## src/rtl/hv_seq_pkg.sv

```systemverilog
// hv_seq_pkg: shared state encoding and widths for the hypervector phase sequencer.
package hv_seq_pkg;
  localparam int ITEM_W = 16;
  localparam int ADDR_W = 20;
  localparam int CYC_W  = 32;
  typedef enum logic [2:0] {IDLE, GEN, SETTLE, RUN, DONE} seq_state_t;
endpackage

```

## src/rtl/sat_counter.sv

```systemverilog
// sat_counter: up-counter with synchronous clear that sticks at all-ones.
module sat_counter #(
  parameter int W = 32
) (
  input  logic         clk,
  input  logic         rst_n,
  input  logic         clr,
  input  logic         en,
  output logic [W-1:0] q
);
  always_ff @(posedge clk or negedge rst_n)
    if (!rst_n) q <= '0;
    else q <= clr ? '0 : (en && !(&q)) ? q + 1'b1 : q;
endmodule

```

## src/rtl/hv_sequencer.sv

```systemverilog
// hv_sequencer: drives gen -> settle -> run -> done for the hypervector datapath,
// with item-memory addressing, latched bounds, cycle count and a stall watchdog.
module hv_sequencer
  import hv_seq_pkg::*;
#(
  parameter int unsigned      SETTLE_CYCLES = 2,
  parameter logic [CYC_W-1:0] TIMEOUT       = 32'h00FF_FFFF
) (
  input  logic              AXIS_ACLK,
  input  logic              AXIS_ARESETN,
  input  logic              start,
  input  logic              abort,
  input  logic              done_clr,
  input  logic [ITEM_W-1:0] cfg_item_num,
  input  logic [ADDR_W-1:0] cfg_addr_i,
  input  logic [ADDR_W-1:0] cfg_addr_j,
  input  logic              m_valid,
  input  logic              m_ready,
  input  logic              m_last,
  output logic              gen,
  output logic [ITEM_W-1:0] item_a,
  output logic              run,
  output logic [ADDR_W-1:0] addr_i,
  output logic [ADDR_W-1:0] addr_j,
  output logic              busy,
  output logic              done,
  output logic              err,
  output logic [CYC_W-1:0]  cycles
);
  seq_state_t state, nxt;
  logic [ITEM_W-1:0] item_num;
  logic [31:0]       settle_cnt;
  logic [CYC_W-1:0]  wd;
  logic beat, last_beat, tmo, go, first_kind;
  assign beat       = m_valid & m_ready;
  assign last_beat  = beat & m_last;
  assign tmo        = (state == RUN) & ~beat & (wd == TIMEOUT - 32'd1);
  assign go         = start & ~abort & ((state == IDLE) | (state == DONE));
  assign first_kind = cfg_item_num != '0;
  always_comb begin
    nxt = state;
    if (abort && state inside {GEN, SETTLE, RUN}) nxt = IDLE;
    else
      case (state)
        IDLE:    nxt = go ? (first_kind ? GEN : SETTLE) : IDLE;
        GEN:     nxt = (item_a == item_num - 1'b1) ? SETTLE : GEN;
        SETTLE:  nxt = (settle_cnt == 32'd0) ? RUN : SETTLE;
        RUN:     nxt = (last_beat || tmo) ? DONE : RUN;
        DONE:    nxt = go ? (first_kind ? GEN : SETTLE) : done_clr ? IDLE : DONE;
        default: nxt = IDLE;
      endcase
  end
  always_ff @(posedge AXIS_ACLK or negedge AXIS_ARESETN)
    if (!AXIS_ARESETN) begin
      state      <= IDLE;
      gen        <= 1'b0;
      run        <= 1'b0;
      busy       <= 1'b0;
      done       <= 1'b0;
      err        <= 1'b0;
      item_a     <= '0;
      item_num   <= '0;
      addr_i     <= '0;
      addr_j     <= '0;
      settle_cnt <= '0;
    end else begin
      state <= nxt;
      gen   <= nxt == GEN;
      run   <= nxt == RUN;
      busy  <= nxt inside {GEN, SETTLE, RUN};
      if (go) begin
        item_num <= cfg_item_num;
        addr_i   <= cfg_addr_i;
        addr_j   <= cfg_addr_j;
      end
      item_a     <= go ? '0 : (state == GEN && nxt == GEN) ? item_a + 1'b1 : item_a;
      settle_cnt <= (nxt == SETTLE && state != SETTLE) ? SETTLE_CYCLES :
                    (state == SETTLE) ? settle_cnt - 32'd1 : settle_cnt;
      done       <= (go || done_clr) ? 1'b0 : (state == RUN && nxt == DONE) ? 1'b1 : done;
      err        <= (go || done_clr) ? 1'b0 : (tmo && nxt == DONE) ? 1'b1 : err;
    end
  // busy is the registered view of the state, so it counts exactly the cycles it is seen high
  sat_counter #(.W(CYC_W)) u_cycles (
    .clk(AXIS_ACLK), .rst_n(AXIS_ARESETN), .clr(go), .en(busy), .q(cycles)
  );
  sat_counter #(.W(CYC_W)) u_watchdog (
    .clk(AXIS_ACLK), .rst_n(AXIS_ARESETN), .clr((state != RUN) | beat), .en(1'b1), .q(wd)
  );
  a_gen_run_excl: assert property (@(posedge AXIS_ACLK) disable iff (!AXIS_ARESETN) !(gen && run));
endmodule

```

## config.mk

```make
export PLATFORM = sky130hd
export DESIGN_NAME = hv_sequencer
export DESIGN_NICKNAME = d
export VERILOG_FILES = /design/src/rtl/hv_seq_pkg.sv /design/src/rtl/sat_counter.sv /design/src/rtl/hv_sequencer.sv
export SDC_FILE = /design/constraint.sdc
export NUM_CORES = 1
export LEC_CHECK = 0
export ABC_AREA = 1
export BUFFER_PORTS_ARGS = -buffer_cell sky130_fd_sc_hd__buf_2
export CAP_MARGIN = 20
export CORE_MARGIN = 10
export CORE_UTILIZATION = 59
export CTS_BUF_LIST = sky130_fd_sc_hd__clkbuf_16
export DETAILED_ROUTE_END_ITERATION = 8
export GPL_TIMING_DRIVEN = 0
export HOLD_SLACK_MARGIN = 0.03
export PLACE_DENSITY = 0.9
export SYNTH_ARGS = -nofsm -noshare
export SYNTH_HDL_FRONTEND = slang
export SYNTH_SLANG_ARGS = --single-unit
```

## constraint.sdc

```tcl
create_clock -name AXIS_ACLK -period 4.25 [get_ports AXIS_ACLK]
set_input_delay 1.0625 -clock AXIS_ACLK [delete_from_list [all_inputs] [get_ports AXIS_ACLK]]
set_output_delay 1.0625 -clock AXIS_ACLK [all_outputs]
set_load 0.02 [all_outputs]
```

==> results of run 1 <==
==> sequential cells by signal, summed over array words and instances (netlist names) <==
name          flops
settle_cnt       32
u_cycles.q       32
u_watchdog.q     32
addr_i           20
addr_j           20
item_a           16
item_num         16
state             3
busy              1
done              1
err               1
gen               1
run               1
==> Yosys cell counts, types with 2 or more instances <==
| cell | count |
|---|---|
| dfrtp_1 | 176 |
| a21oi_1 | 31 |
| xor2_1 | 31 |
| nor4_1 | 21 |
| nor2_2 | 8 |
| nor3b_1 | 2 |
| nand4_1 | 44 |
| nor3_2 | 6 |
| a21boi_0 | 3 |
| xnor2_1 | 10 |
| inv_2 | 5 |
| nor2_1 | 136 |
| nand3_1 | 86 |
| buf_2 | 3 |
| clkbuf_1 | 20 |
| nand2_1 | 446 |
| nand2_2 | 5 |
| o31ai_1 | 15 |
| or2_2 | 6 |
| a31oi_1 | 2 |
| buf_1 | 3 |
| nand3b_1 | 5 |
| nor3_1 | 65 |
| inv_1 | 188 |
| a211oi_1 | 7 |
| or2_0 | 2 |
| o21ai_0 | 46 |
| a221oi_1 | 2 |
| buf_6 | 4 |
| nor2_4 | 2 |
| ha_1 | 7 |
| o21a_1 | 4 |
==> final cells by class <==
class	instances	share of cell area, %
sequential	176	37.43
buffer	31	1.308
inverter	194	6.210
clock inverter	14	0.9464
tap	220	2.339
antenna	1	0.02127
multi-input combinational	1004	41.17
timing repair buffer	157	6.954
clock buffer	17	3.615
==> path summary, 6_finish.rpt <==
path	startpoint	endpoint	slack [ns]
min in group asynchronous	AXIS_ARESETN	u_watchdog.q[7]	0.59
hold reg to reg	addr_j[18]	addr_j[18]	0.48
setup / recovery	item_num[0]	item_a[15]	1.43
setup reg to reg	item_num[0]	item_a[15]	1.43
hold / removal	addr_j[18]	addr_j[18]	0.48
max in group asynchronous	AXIS_ARESETN	item_a[11]	2.77
==> per-layer routing <==
layer	GRT usage, %	part of all wire (%)	wire length, um
met1	31.59	41	11700
met2	42.32	49	14060
met3	4.475	6.9	1961
met4	8.325	2.6	746
met5	0	0	0
==> cells by family after synthesis <==
kind of cell / share of synthesized area, %
buf+inv: 8.729
xor+xnor: 3.778
compound gates: 6.384
flops: 43.46
simple gates: 36.78
fa+ha+maj: 0.8643
==> layout by cell type (no fill, tap or decap), types with 21 or more instances in the layout <==
cell type | netlist | routed
buf_2 | 3 | 158
inv_1 | 188 | 193
nor3_1 | 65 | 65
o21ai_0 | 46 | 46
nand2_1 | 446 | 446
nor4_1 | 21 | 21
nand3_1 | 86 | 86
dfrtp_1 | 176 | 176
xor2_1 | 31 | 31
nand4_1 | 44 | 44
nor2_1 | 136 | 136
a21oi_1 | 31 | 31
==> power groups by stage <==
stage | logic (uW) | registers [uW] | clock network [uW]
after floorplan | 1270 | 2790 | 0
after global placement | 2260 | 2490 | 0
after detailed placement | 2350 | 2520 | 0
after CTS | 2380 | 2500 | 1480
after global routing | 2630 | 2570 | 1560
final | 2380 | 2510 | 1480
==> stage by stage <==
| stage | cells | area [um2] | hold WS, ns | power (uW) | util [%] |
|---|---|---|---|---|---|
| 3_3_place_gp | 1781 | 11190 | 0.4567 | 4751 | 67.00 |
| 5_1_grt | 1814 | 11770 | 0.4886 | 6765 | 70.45 |
| 4_1_cts | 1813 | 11760 | 0.4769 | 6360 | 70.44 |
| 3_5_place_dp | 1782 | 11230 | 0.4611 | 4864 | 67.22 |
| 6_report | 1814 | 11770 | 0.4763 | 6376 | 70.45 |
| 2_1_floorplan | 1405 | 10130 | 0.4692 | 4061 | - |
==> critical path: cells and delay by family (launching register included) <==
| family | cells | cell delay, ns |
|---|---|---|
| simple gates | 15 | 1.67 |
| flops | 1 | 0.41 |
| buf+inv | 3 | 0.38 |
| fa+ha+maj | 1 | 0.29 |
==> metrics.md, run 1 <==
| Metric | Value |
|---|---|
| Status | completed |
| Critical Path Most Common Cell | nand2_1 |
| IO Pins | 157 |
| Drt pass-1 iters | 8 |
| P&R area growth vs syn | 16.11% |
| Worst ir drop on vdd | 0.3687 mV |
| Worst slew margin | 41.33% |
| Critical path required time | around 4.6 ns |
| Crit path DAT | 3.18 ns |
| Hold Fails Final Rpt | 0 |
| Sw frac | about two fifths |
| Pre-CTS setup slack | ~1.1 ns |
| TNS Setup | 0 ns |
| Nets | 1,652 |
| Post-CTS Setup Repair Bufs | 0 |
| CTS Buf Count | 17 |
| Vias per cell | 5.542 |
| WS Path Type | register to register |
| CTS Buffer Depth | 2 |
| Synth Instances | roughly 1.4k |
| Die area | 22,820 um2 |
| Int Pwr | 3713 uW |
| DRC | 0 |
| Least-Margin Pin Slew | 0.8720 ns |
| Ranking of synthesized cells by area | dfrtp_1 43%, nand2_1 17%, inv_1 7.0%, nor2_1 5.0%, nand3_1 4.2% |
| Gate power share | between 30 and 40% |
| Hold buffers post-CTS | 0 |
| RSZ-0062 raised after global routing | no |
| Crit-path cells | inv_1, ha_1, nand3_2, nor2_2, nand2_1, nand2_1, nand2_1, nand2_1, inv_1, nand2_1, nor2_1, nand2_1, nand2_1, nand2_2, nand2_4, nor2_4, buf_6, nand4_1, nand2_1 |
| Initial DRC count | 1,074 |
| Largest net degree at the start of global routing | 99 |
| Synth Warn # | 0 |
| Num Clock Sinks | approximately 180 |
| Final Skew | 0.008232 ns |
| Row cnt | 47 |
| Synthesized area | 10,130 um2 |
| Final Max Slew Viols | 0 |
| Achievable clock frequency | 0.3548 GHz |
| Net Sw Power | 2664 uW |
| Share of layout cells above drive strength 1 | 14.25% |
| Leak | 0.005825 uW |
| Post-synth EDFFs | 0 |
| Clock Root Buffer | clkbuf_16 |
| Final worst slack | 1.431 ns |
| CTS resizes | 0 |
| Fill cell count | 1,309 |
| FF+latch area | 4404 um2 |
| CP startpoint kind | register |
| Sequential share of the synthesized area | 43.46% |
| Hold Path Class | register to register |
| GP Congestion | 0.9864 |
| PwrDens | roughly 540 nW/um2 |
| Overflow after GRT | 0 |
| CP max FO | 10 |
| Core Region | 16,700 um2 |
| Max Cap Viol | 0 |
| Number of global-route vias before repair | 9,483 |
| Post-layout min period | 2.819 ns |
| Max stage delay on crit path | roughly 0.41 ns |
| Cell accounting for the most synthesized area | dfrtp_1 |
| Slowest-stage cell, CP | dfrtp_1 |
| Synth Net Count | 1,476 |
| Initial core utilization | 60.68% |
| WL/cell | 15.69 um |
| Setup Viol. Count Final | 0 |
| Skew-Pair Late Insertion Delay | 0.43 ns |
| Register-to-Register Path Depth | 19 |
| First-pass GRT wire length | 46,220 um |
| All-layer global routing usage | between 20% and 30% |
| #FFs+latches synth | around 180 |
| Number of port buffers | approximately 160 |
| Flop pwr share | 39.4% |
| Top cell type's share of synthesized area | 43.46% |
| Clk pwr share | between 20% and 30% |
| Htree depth | 4 |
| Final worst path period share | 66.32% |
| CTS tree | done |
| Asr flop ratio synth | 100.0% |
| Detailed Place HPWL | 21,460 um |
| Synth Flop Type | dfrtp_1 |
| CP endpoint kind | register |
| Via count | 10.05k |
| Final ANT Viol Nets | 0 |
| Mean Syn Cell Area | 7.212 um2 |
| Initial antenna violation count | 1 |
| Hold depth | 2 |
| Multi-input gate area | between 4000 and 5000 um2 |
| Post-Route WL | 28,460 um |
| Post-synth cell types | 46 |
| Die H | 151.1 um |
| CTS clk-pin slew, worst paths | roughly 0.060 ns |
| Die X | 151.1 um |
No activity file was read; power rests on OpenSTA's default activity.
==> run 2: changes to the inputs <==
--- a/config.mk
+++ b/config.mk
@@ -9,12 +9,12 @@
 export BUFFER_PORTS_ARGS = -buffer_cell sky130_fd_sc_hd__buf_2
 export CAP_MARGIN = 20
 export CORE_MARGIN = 10
-export CORE_UTILIZATION = 59
+export CORE_UTILIZATION = 58
 export CTS_BUF_LIST = sky130_fd_sc_hd__clkbuf_16
 export DETAILED_ROUTE_END_ITERATION = 8
 export GPL_TIMING_DRIVEN = 0
 export HOLD_SLACK_MARGIN = 0.03
-export PLACE_DENSITY = 0.9
+export PLACE_DENSITY = 0.89
 export SYNTH_ARGS = -nofsm -noshare
 export SYNTH_HDL_FRONTEND = slang
 export SYNTH_SLANG_ARGS = --single-unit
==> constraint.sdc (replaced) <==
create_clock -name AXIS_ACLK -period 2.6 [get_ports AXIS_ACLK]
set_input_delay 0.65 -clock AXIS_ACLK [delete_from_list [all_inputs] [get_ports AXIS_ACLK]]
set_output_delay 0.65 -clock AXIS_ACLK [all_outputs]
set_load 0.02 [all_outputs]
==> metrics.md, run 2 (synthesis gave the netlist of run 1 again) <==
| Metric | Value |
|---|---|
| Worst ir drop on vdd | 0.6406 mV (was 0.3687 mV) |
| IO Pins | 157 (unchanged) |
| Final ANT Viol Nets | 0 (unchanged) |
| Setup crit end | settle_cnt[31] (was item_a[15]) |
| Setup Viol. Count Final | 0 (unchanged) |
| Leak | 0.005912 uW (was 0.005825 uW) |
| Drt pass-1 iters | 6 (was 8) |
| Row cnt | 48 (was 47) |
| RSZ-0062 raised after global routing | yes (was no) |
| Hold buffers post-CTS | 0 (unchanged) |
| Die H | 152.2 um (was 151.1 um) |
| CP endpoint kind | register (unchanged) |
| Pre-CTS setup slack | -0.1492 ns (was 1.106 ns) |
| RR Startpoint | item_a[5] (was item_num[0]) |
| DRC | 0 (unchanged) |
| Worst R2R End | settle_cnt[31] (was item_a[15]) |
| First-pass GRT wire length | 46,550 um (was 46,220 um) |
| Hold Path Class | primary input to asynchronous set/reset pin (was register to register) |
| PwrDens | 901.1 nW/um2 (was 541.9 nW/um2) |
| Max Cap Viol | 0 (unchanged) |
| Fill cell count | 1,366 (was 1,309) |
| Nets | 1,664 (was 1,652) |
| Hold Fails Final Rpt | 0 (unchanged) |
| CTS clk-pin slew, worst paths | 0.07 ns (was 0.06 ns) |
| Most frequent cells in the layout | 444 x nand2_1, 187 x inv_1, 175 x dfrtp_1, 158 x buf_2, 131 x nor2_1 (was 446 x nand2_1, 193 x inv_1, 176 x dfrtp_1, 158 x buf_2, 136 x nor2_1) |
| Layout Cells excl Fill | 1,829 (was 1,814) |
| All-layer global routing usage | 23.91% (was 24.97%) |
| Final Skew | 0.01154 ns (was 0.008232 ns) |
| Clock Root Buffer | clkbuf_16 (unchanged) |
| Critical path required time | 2.93 ns (was 4.61 ns) |
| DP Cell Count | 1,787 (was 1,782) |
| Initial core utilization | 58.79% (was 60.68%) |
| Htree depth | 4 (unchanged) |
| Final worst path period share | 96.55% (was 66.32%) |
| Critical path origin | item_a[5] (was item_num[0]) |
| Biggest registers after layout | settle_cnt: 32 flops, u_cycles.q: 32 flops, u_watchdog.q: 32 flops (unchanged) |
| Critical Path Most Common Cell | nand2_1 (unchanged) |
| Core Region | 17,240 um2 (was 16,700 um2) |
| Skew-Pair Late Insertion Delay | 0.44 ns (was 0.43 ns) |
| CP max FO | 10 (unchanged) |
| Family with the most delay on the worst path | simple AND/OR/NAND/NOR gates (unchanged) |
| Bufs and invs on worst path | 3 (unchanged) |
| Die X | 152.2 um (was 151.1 um) |
| Most common cell after layout, fill and taps aside | nand2_1 (unchanged) |
| Post-layout min period | 2.510 ns (was 2.819 ns) |
| Number of global-route vias before repair | 9,493 (was 9,483) |
| Final worst slack | 0.08973 ns (was 1.431 ns) |
| Vias per cell | 5.559 (was 5.542) |
| CTS Buffer Depth | 2 (unchanged) |
| Max stage delay on crit path | 0.50 ns (was 0.41 ns) |
| Initial DRC count | 1,173 (was 1,074) |
| Via count | 10.17k (was 10.05k) |
| Final Max Slew Viols | 0 (unchanged) |
| Detailed Place HPWL | 21,300 um (was 21,460 um) |
| GP Congestion | 0.9844 (was 0.9864) |
| CTS tree | done (unchanged) |
| Crit path DAT | 2.84 ns (was 3.18 ns) |
| Post-Route WL | 29,390 um (was 28,460 um) |
| Status | completed (unchanged) |
| Slowest-stage cell, CP | dfrtp_1 (unchanged) |
| CTS Buf Count | 17 (unchanged) |
| Initial antenna violation count | 0 (was 1) |
| Share of layout cells above drive strength 1 | 16.33% (was 14.25%) |
| Largest net degree at the start of global routing | 102 (was 99) |
| Crit. path cell count | 17 (was 19) |
| R2r setup slk | 0.09 ns (was 1.43 ns) |
| Antenna diodes | 0 (was 1) |
| Crit-path cells | inv_1, or2_2, nand2_1, nand2_1, nand2_1, inv_1, nor2_1, nand3_1, nor2_1, nand2_1, nand2_1, nand2_2, nand2_4, nand3_4, buf_8, nand2_1, nand2_1 (was inv_1, ha_1, nand3_2, nor2_2, nand2_1, nand2_1, nand2_1, nand2_1, inv_1, nand2_1, nor2_1, nand2_1, nand2_1, nand2_2, nand2_4, nor2_4, buf_6, nand4_1, nand2_1) |
| CP startpoint kind | register (unchanged) |
| Num Clock Sinks | 176 (unchanged) |
| Number of port buffers | 156 (unchanged) |
| Worst slew margin | 47.49% (was 41.33%) |
| Least-Margin Pin Slew | 0.7876 ns (was 0.8720 ns) |
| Register-to-Register Path Depth | 17 (was 19) |
| WS Path Type | register to register (unchanged) |
| Achievable clock frequency | 0.3984 GHz (was 0.3548 GHz) |
| WL/cell | 16.07 um (was 15.69 um) |
| Overflow after GRT | 0 (unchanged) |
| Die area | 23,160 um2 (was 22,820 um2) |
| P&R area growth vs syn | 18.75% (was 16.11%) |
run 2: per-layer routing:
layer  routed length [um]  GRT usage (%)  vias up
met5                    0              0        -
met4                  834          9.720        0
met3                 2308          4.657       72
met2                14370          38.58      501
met1                11880          30.92     4714
li1                     -              -     4880
run 2: repair_timing:
action / CTS / global route
gates resized for setup: 4 / 31
pin swaps: 2 / 7
setup endpoints to repair: 43 / 113
buffers inserted: 1 / 11
hold endpoints to repair: 0 / 0
run 2: through the flow:
step | power [uW] | TNS, ns | utilization [%] | instance area (um2) | hold slack (ns)
5_1_grt | 11480 | -1.035 | 69.82 | 12030 | 0.3181
2_1_floorplan | 6638 | 0 | - | 10130 | 0.3544
6_report | 10840 | 0 | 69.82 | 12030 | 0.2510
3_5_place_dp | 7943 | -5.886 | 65.17 | 11230 | 0.4600
3_3_place_gp | 7768 | -328.00 | 64.95 | 11200 | 0.4569
4_1_cts | 10530 | 0 | 68.61 | 11830 | 0.2925
run 2: worst register-to-register path, stage by stage (launching register included):
cell and delay (ns):
dfrtp_1 0.50, inv_1 0.19, or2_2 0.33, nand2_1 0.07, nand2_1 0.07, nand2_1 0.08
inv_1 0.05, nor2_1 0.14, nand3_1 0.11, nor2_1 0.09, nand2_1 0.06, nand2_1 0.09
nand2_2 0.10, nand2_4 0.11, nand3_4 0.12, buf_8 0.17, nand2_1 0.08, nand2_1 0.06
run 2: area by class of cell:
type                            count  area (um2)  share of cell area, %
Timing Repair Buffer              169       908.4                  7.548
Multi-Input combinational cell   1004        4975                  41.34
Clock inverter                     13       147.6                  1.227
Clock buffer                       17       425.4                  3.535
Inverter                          194       730.7                  6.072
Buffer                             31       160.2                  1.331
Sequential cell                   176        4405                  36.61
Tap cell                          225       281.5                  2.339
run 2: how the worst min path moves through the flow:
stage	slack, ns	start	to
finish	0.25	AXIS_ARESETN	u_watchdog.q[26]
global route	0.32	AXIS_ARESETN	u_watchdog.q[21]
CTS	0.29	AXIS_ARESETN	u_watchdog.q[26]
detailed placement	0.46	addr_j[14]	addr_j[14]
global placement	0.46	addr_i[2]	addr_i[2]
floorplan	0.35	AXIS_ARESETN	addr_i[0]
run 2: report_power, final:
part | total (uW) | leakage (uW) | internal (uW) | switching (uW)
Sequential | 4130 | 0.00222 | 3450 | 679
Clock | 2580 | 0.000280 | 1490 | 1100
Combinational | 4130 | 0.00342 | 1390 | 2750
Total | 10800 | 0.00591 | 6320 | 4520
==> run 3: changes to the inputs <==
--- a/config.mk
+++ b/config.mk
@@ -5,16 +5,16 @@
 export SDC_FILE = /design/constraint.sdc
 export NUM_CORES = 1
 export LEC_CHECK = 0
-export ABC_AREA = 1
+export ABC_AREA = 0
 export BUFFER_PORTS_ARGS = -buffer_cell sky130_fd_sc_hd__buf_2
 export CAP_MARGIN = 20
-export CORE_MARGIN = 10
-export CORE_UTILIZATION = 58
+export CORE_MARGIN = 3
+export CORE_UTILIZATION = 43
 export CTS_BUF_LIST = sky130_fd_sc_hd__clkbuf_16
 export DETAILED_ROUTE_END_ITERATION = 8
 export GPL_TIMING_DRIVEN = 0
 export HOLD_SLACK_MARGIN = 0.03
-export PLACE_DENSITY = 0.89
+export PLACE_DENSITY = 0.72
 export SYNTH_ARGS = -nofsm -noshare
 export SYNTH_HDL_FRONTEND = slang
 export SYNTH_SLANG_ARGS = --single-unit
==> metrics.md, run 3 <==
| Metric | Value |
|---|---|
| Status | complete, but fails checks (was completed) |
| Failing checks | setup timing |
| Final worst slack | -0.2755 ns (was 0.08973 ns) |
| Cell accounting for the most synthesized area | dfrtp_1 (unchanged) |
| Least-Margin Pin Slew | 0.7660 ns (was 0.7876 ns) |
| Vias per cell | 5.483 (was 5.559) |
| CTS tree | done (unchanged) |
| #FFs+latches synth | 176 (unchanged) |
| Number of port buffers | 156 (unchanged) |
| Synth Flop Type | dfrtp_1 (unchanged) |
| Most common cell after layout, fill and taps aside | nand2_1 (unchanged) |
| P&R area growth vs syn | 28.25% (was 18.75%) |
| Ranking of synthesized cells by area | dfrtp_1 48%, nand2_1 8.9%, nor2_1 4.3%, xnor2_1 4.3%, xor2_1 3.4% (was dfrtp_1 43%, nand2_1 17%, inv_1 7.0%, nor2_1 5.0%, nand3_1 4.2%) |
| Post-Route WL | 23,950 um (was 29,390 um) |
| All-layer global routing usage | 20.99% (was 23.91%) |
| Detailed Place HPWL | 16,270 um (was 21,300 um) |
| Post-layout min period | 2.875 ns (was 2.510 ns) |
| Critical Path Most Common Cell | buf_4 (was nand2_1) |
| Clock Root Buffer | clkbuf_16 (unchanged) |
| Crit path DAT | 3.18 ns (was 2.84 ns) |
| Top cell type's share of synthesized area | 48.32% (was 43.46%) |
| WL/cell | 15.99 um (was 16.07 um) |
| Die H | 151.6 um (was 152.2 um) |
| Most numerous cell in the Yosys netlist | nand2_1 (unchanged) |
| Sequential share of the synthesized area | 48.32% (was 43.46%) |
| Final worst path period share | 110.6% (was 96.55%) |
| Num Clock Sinks | 176 (unchanged) |
| Hold Path Class | primary input to asynchronous set/reset pin (unchanged) |
| Worst ir drop on vdd | 0.6674 mV (was 0.6406 mV) |
| Post-synth top cells | 217 x nand2_1, 176 x dfrtp_1, 105 x nor2_1, 45 x xnor2_1, 44 x nand3_1 (was 446 x nand2_1, 188 x inv_1, 176 x dfrtp_1, 136 x nor2_1, 86 x nand3_1) |
| Mean Syn Cell Area | 9.016 um2 (was 7.212 um2) |
| Initial antenna violation count | 1 (was 0) |
| Core Region | 20,560 um2 (was 17,240 um2) |
| Worst slew margin | 48.93% (was 47.49%) |
| CTS clk-pin slew, worst paths | 0.06 ns (was 0.07 ns) |
| Flop pwr share | 37.4% (was 38.1%) |
| Net Sw Power | 3926 uW (was 4522 uW) |
| PwrDens | 868.5 nW/um2 (was 901.1 nW/um2) |
| Skew-Pair Late Insertion Delay | 0.43 ns (was 0.44 ns) |
| Via count | 8,213 (was 10.17k) |
| Row cnt | 52 (was 48) |
| Asr flop ratio synth | 100.0% (unchanged) |
| RSZ-0062 raised after global routing | yes (unchanged) |
| Max Cap Viol | 0 (unchanged) |
| WS Path Type | register to register (unchanged) |
| CP max FO | 7 (was 10) |
| Synth Instances | 1,011 (was 1,405) |
| Final Skew | 0.01006 ns (was 0.01154 ns) |
| Htree depth | 4 (unchanged) |
| Synth Net Count | 1,082 (was 1,476) |
| Crit-path cells | or4_4, or3_4, buf_4, o311ai_4, buf_4, nand4_4, a211oi_4, buf_6, buf_12, o21bai_1 (was inv_1, or2_2, nand2_1, nand2_1, nand2_1, inv_1, nor2_1, nand3_1, nor2_1, nand2_1, nand2_1, nand2_2, nand2_4, nand3_4, buf_8, nand2_1, nand2_1) |
| CP startpoint kind | register (unchanged) |
| Final Max Slew Viols | 0 (unchanged) |
| Final ANT Viol Nets | 0 (unchanged) |
| CTS Buffer Depth | 2 (unchanged) |
| Pre-CTS setup slack | -0.5797 ns (was -0.1492 ns) |
| R2r setup slk | -0.28 ns (was 0.09 ns) |
| Overflow after GRT | 0 (unchanged) |
| Post-synth EDFFs | 0 (unchanged) |
| Achievable clock frequency | 0.3478 GHz (was 0.3984 GHz) |
| IO Pins | 157 (unchanged) |
| Max stage delay on crit path | 0.57 ns (was 0.50 ns) |
| Drt pass-1 iters | 5 (was 6) |
| Die area | 22,980 um2 (was 23,160 um2) |
| Gate power share | 36.8% (was 38.1%) |
| Hold WS | 0.2052 ns (was 0.2510 ns) |
| Clk pwr share | 25.8% (was 23.8%) |
| Synthesized area | 9115 um2 (was 10,130 um2) |
| Most frequent cells in the layout | 215 x nand2_1, 171 x dfrtp_1, 156 x buf_2, 103 x nor2_1, 45 x xnor2_1 (was 444 x nand2_1, 187 x inv_1, 175 x dfrtp_1, 158 x buf_2, 131 x nor2_1) |
| Nets | 1,285 (was 1,664) |
| CTS Buf Count | 17 (unchanged) |
| Die X | 151.6 um (was 152.2 um) |
| Fill cell count | 1,794 (was 1,366) |
| Critical path required time | 2.91 ns (was 2.93 ns) |
| Post-synth cell types | 65 (was 46) |
| Share of layout cells above drive strength 1 | 27.55% (was 16.33%) |
| Leak | 0.005438 uW (was 0.005912 uW) |
| Sw frac | 38.67% (was 41.70%) |
| CP endpoint kind | register (unchanged) |
| Synth Warn # | 0 (unchanged) |
| Biggest registers after layout | settle_cnt: 32 flops, u_cycles.q: 32 flops, u_watchdog.q: 32 flops (unchanged) |
| GP Congestion | 0.8769 (was 0.9844) |
| Number of global-route vias before repair | 7,916 (was 9,493) |
| Initial DRC count | 593 (was 1,173) |
| Setup Viol. Count Final | 52 (was 0) |
| Int Pwr | 6227 uW (was 6322 uW) |
| First-pass GRT wire length | 39,030 um (was 46,550 um) |
| Placement Cell Area | 10,330 um2 (was 11,230 um2) |
| Hold Fails Final Rpt | 0 (unchanged) |
| Initial core utilization | 44.33% (was 58.79%) |
| Largest net degree at the start of global routing | 100 (was 102) |
| Post-Layout Inst Area | 11,690 um2 (was 12,030 um2) |
| Slowest-stage cell, CP | or4_4 (was dfrtp_1) |
| DRC | 0 (unchanged) |
## run 3: cell count changes after synthesis, moves of 14 or more
| cell | previous run | this run |
|---|---|---|
| nand2_1 | 446 | 217 |
| xnor2_1 | 10 | 45 |
| clkbuf_1 | 20 | 37 |
| nor2_1 | 136 | 105 |
| and3_1 | 1 | 21 |
| o21ai_2 | 1 | 15 |
| nor3_1 | 65 | 33 |
| o21ai_0 | 46 | 22 |
| inv_1 | 188 | 13 |
| nand3_1 | 86 | 44 |
| or3_1 | 0 | 21 |
| or4_1 | 0 | 17 |
| a21oi_1 | 31 | 16 |
| and4_1 | 0 | 14 |
## run 3: power by group through the flow
stage / sequential (uW) / clock (uW) / combinational (uW)
6_report: 3800 / 2620 / 3740
5_1_grt: 3870 / 2790 / 4100
4_1_cts: 3770 / 2660 / 3470
3_5_place_dp: 3820 / 0 / 3060
3_3_place_gp: 3820 / 0 / 2980
2_1_floorplan: 4200 / 0 / 1640
## run 3: repair_timing
item | 4_1_cts | 5_1_grt
gates cloned | 4 | 0
pin swaps | 30 | 15
hold buffers | 0 | 0
resized for setup | 66 | 55
buffers inserted | 22 | 7
setup endpoints to repair | 78 | 96
## run 3: worst paths after layout
kind / from / to / cells past startpoint
min reg2reg: addr_j[4] / addr_j[4] / 2
min: AXIS_ARESETN / settle_cnt[5] / 1
min in group AXIS_ACLK: cfg_addr_i[6] / addr_i[6] / 3
max in group asynchronous: AXIS_ARESETN / item_num[10] / 2
max reg2reg: item_num[8] / settle_cnt[18] / 10
max: item_num[8] / settle_cnt[18] / 10
## run 3: layer usage
layer / share of wire (%) / routed length [um] / vias up / GRT usage, %
met4: 1.4 / 339 / 0 / 5.660
li1: - / - / 3941 / -
met2: 48 / 11410 / 253 / 33.23
met1: 44 / 10520 / 3989 / 28.27
met5: 0 / 0 / - / 0
met3: 7.0 / 1681 / 30 / 6.217
## run 3: stage by stage
step / util, % / TNS [ns] / power [uW] / cells
floorplan: - / -1.536 / 5841 / 1011
detailed placement: 50.26 / -38.61 / 6878 / 1439
CTS: 55.40 / -10.53 / 9905 / 1493
global route: 56.86 / -13.77 / 10760 / 1498
finish: 56.86 / -9.322 / 10150 / 1498
global placement: 50.05 / -410.57 / 6805 / 1437
## run 3: final cells by class
| class | count | area [um2] | area share [%] |
|---|---|---|---|
| Antenna cell | 1 | 2.502 | 0.02141 |
| Tap cell | 270 | 337.8 | 2.890 |
| Timing Repair Buffer | 191 | 1145 | 9.793 |
| Clock inverter | 15 | 170.2 | 1.456 |
| Inverter | 13 | 48.80 | 0.4174 |
| Multi-Input combinational cell | 776 | 4936 | 42.22 |
| Clock buffer | 17 | 425.4 | 3.639 |
| Buffer | 39 | 214.0 | 1.830 |
| Sequential cell | 176 | 4410 | 37.73 |
## run 3: cells by family after synthesis
logic type / synth area share [%]
buf+inv: 2.841
flops: 48.32
simple gates: 30.21
mux: 0.8923
xor+xnor: 7.687
fa+ha+maj: 0.9608
compound gates: 9.087
## run 3: critical path, delay by kind of cell, from the launching register on
family          cells  cell delay [ns]
compound gates      3             0.58
buf+inv             4             0.66
simple gates        3             1.09
flops               1             0.41
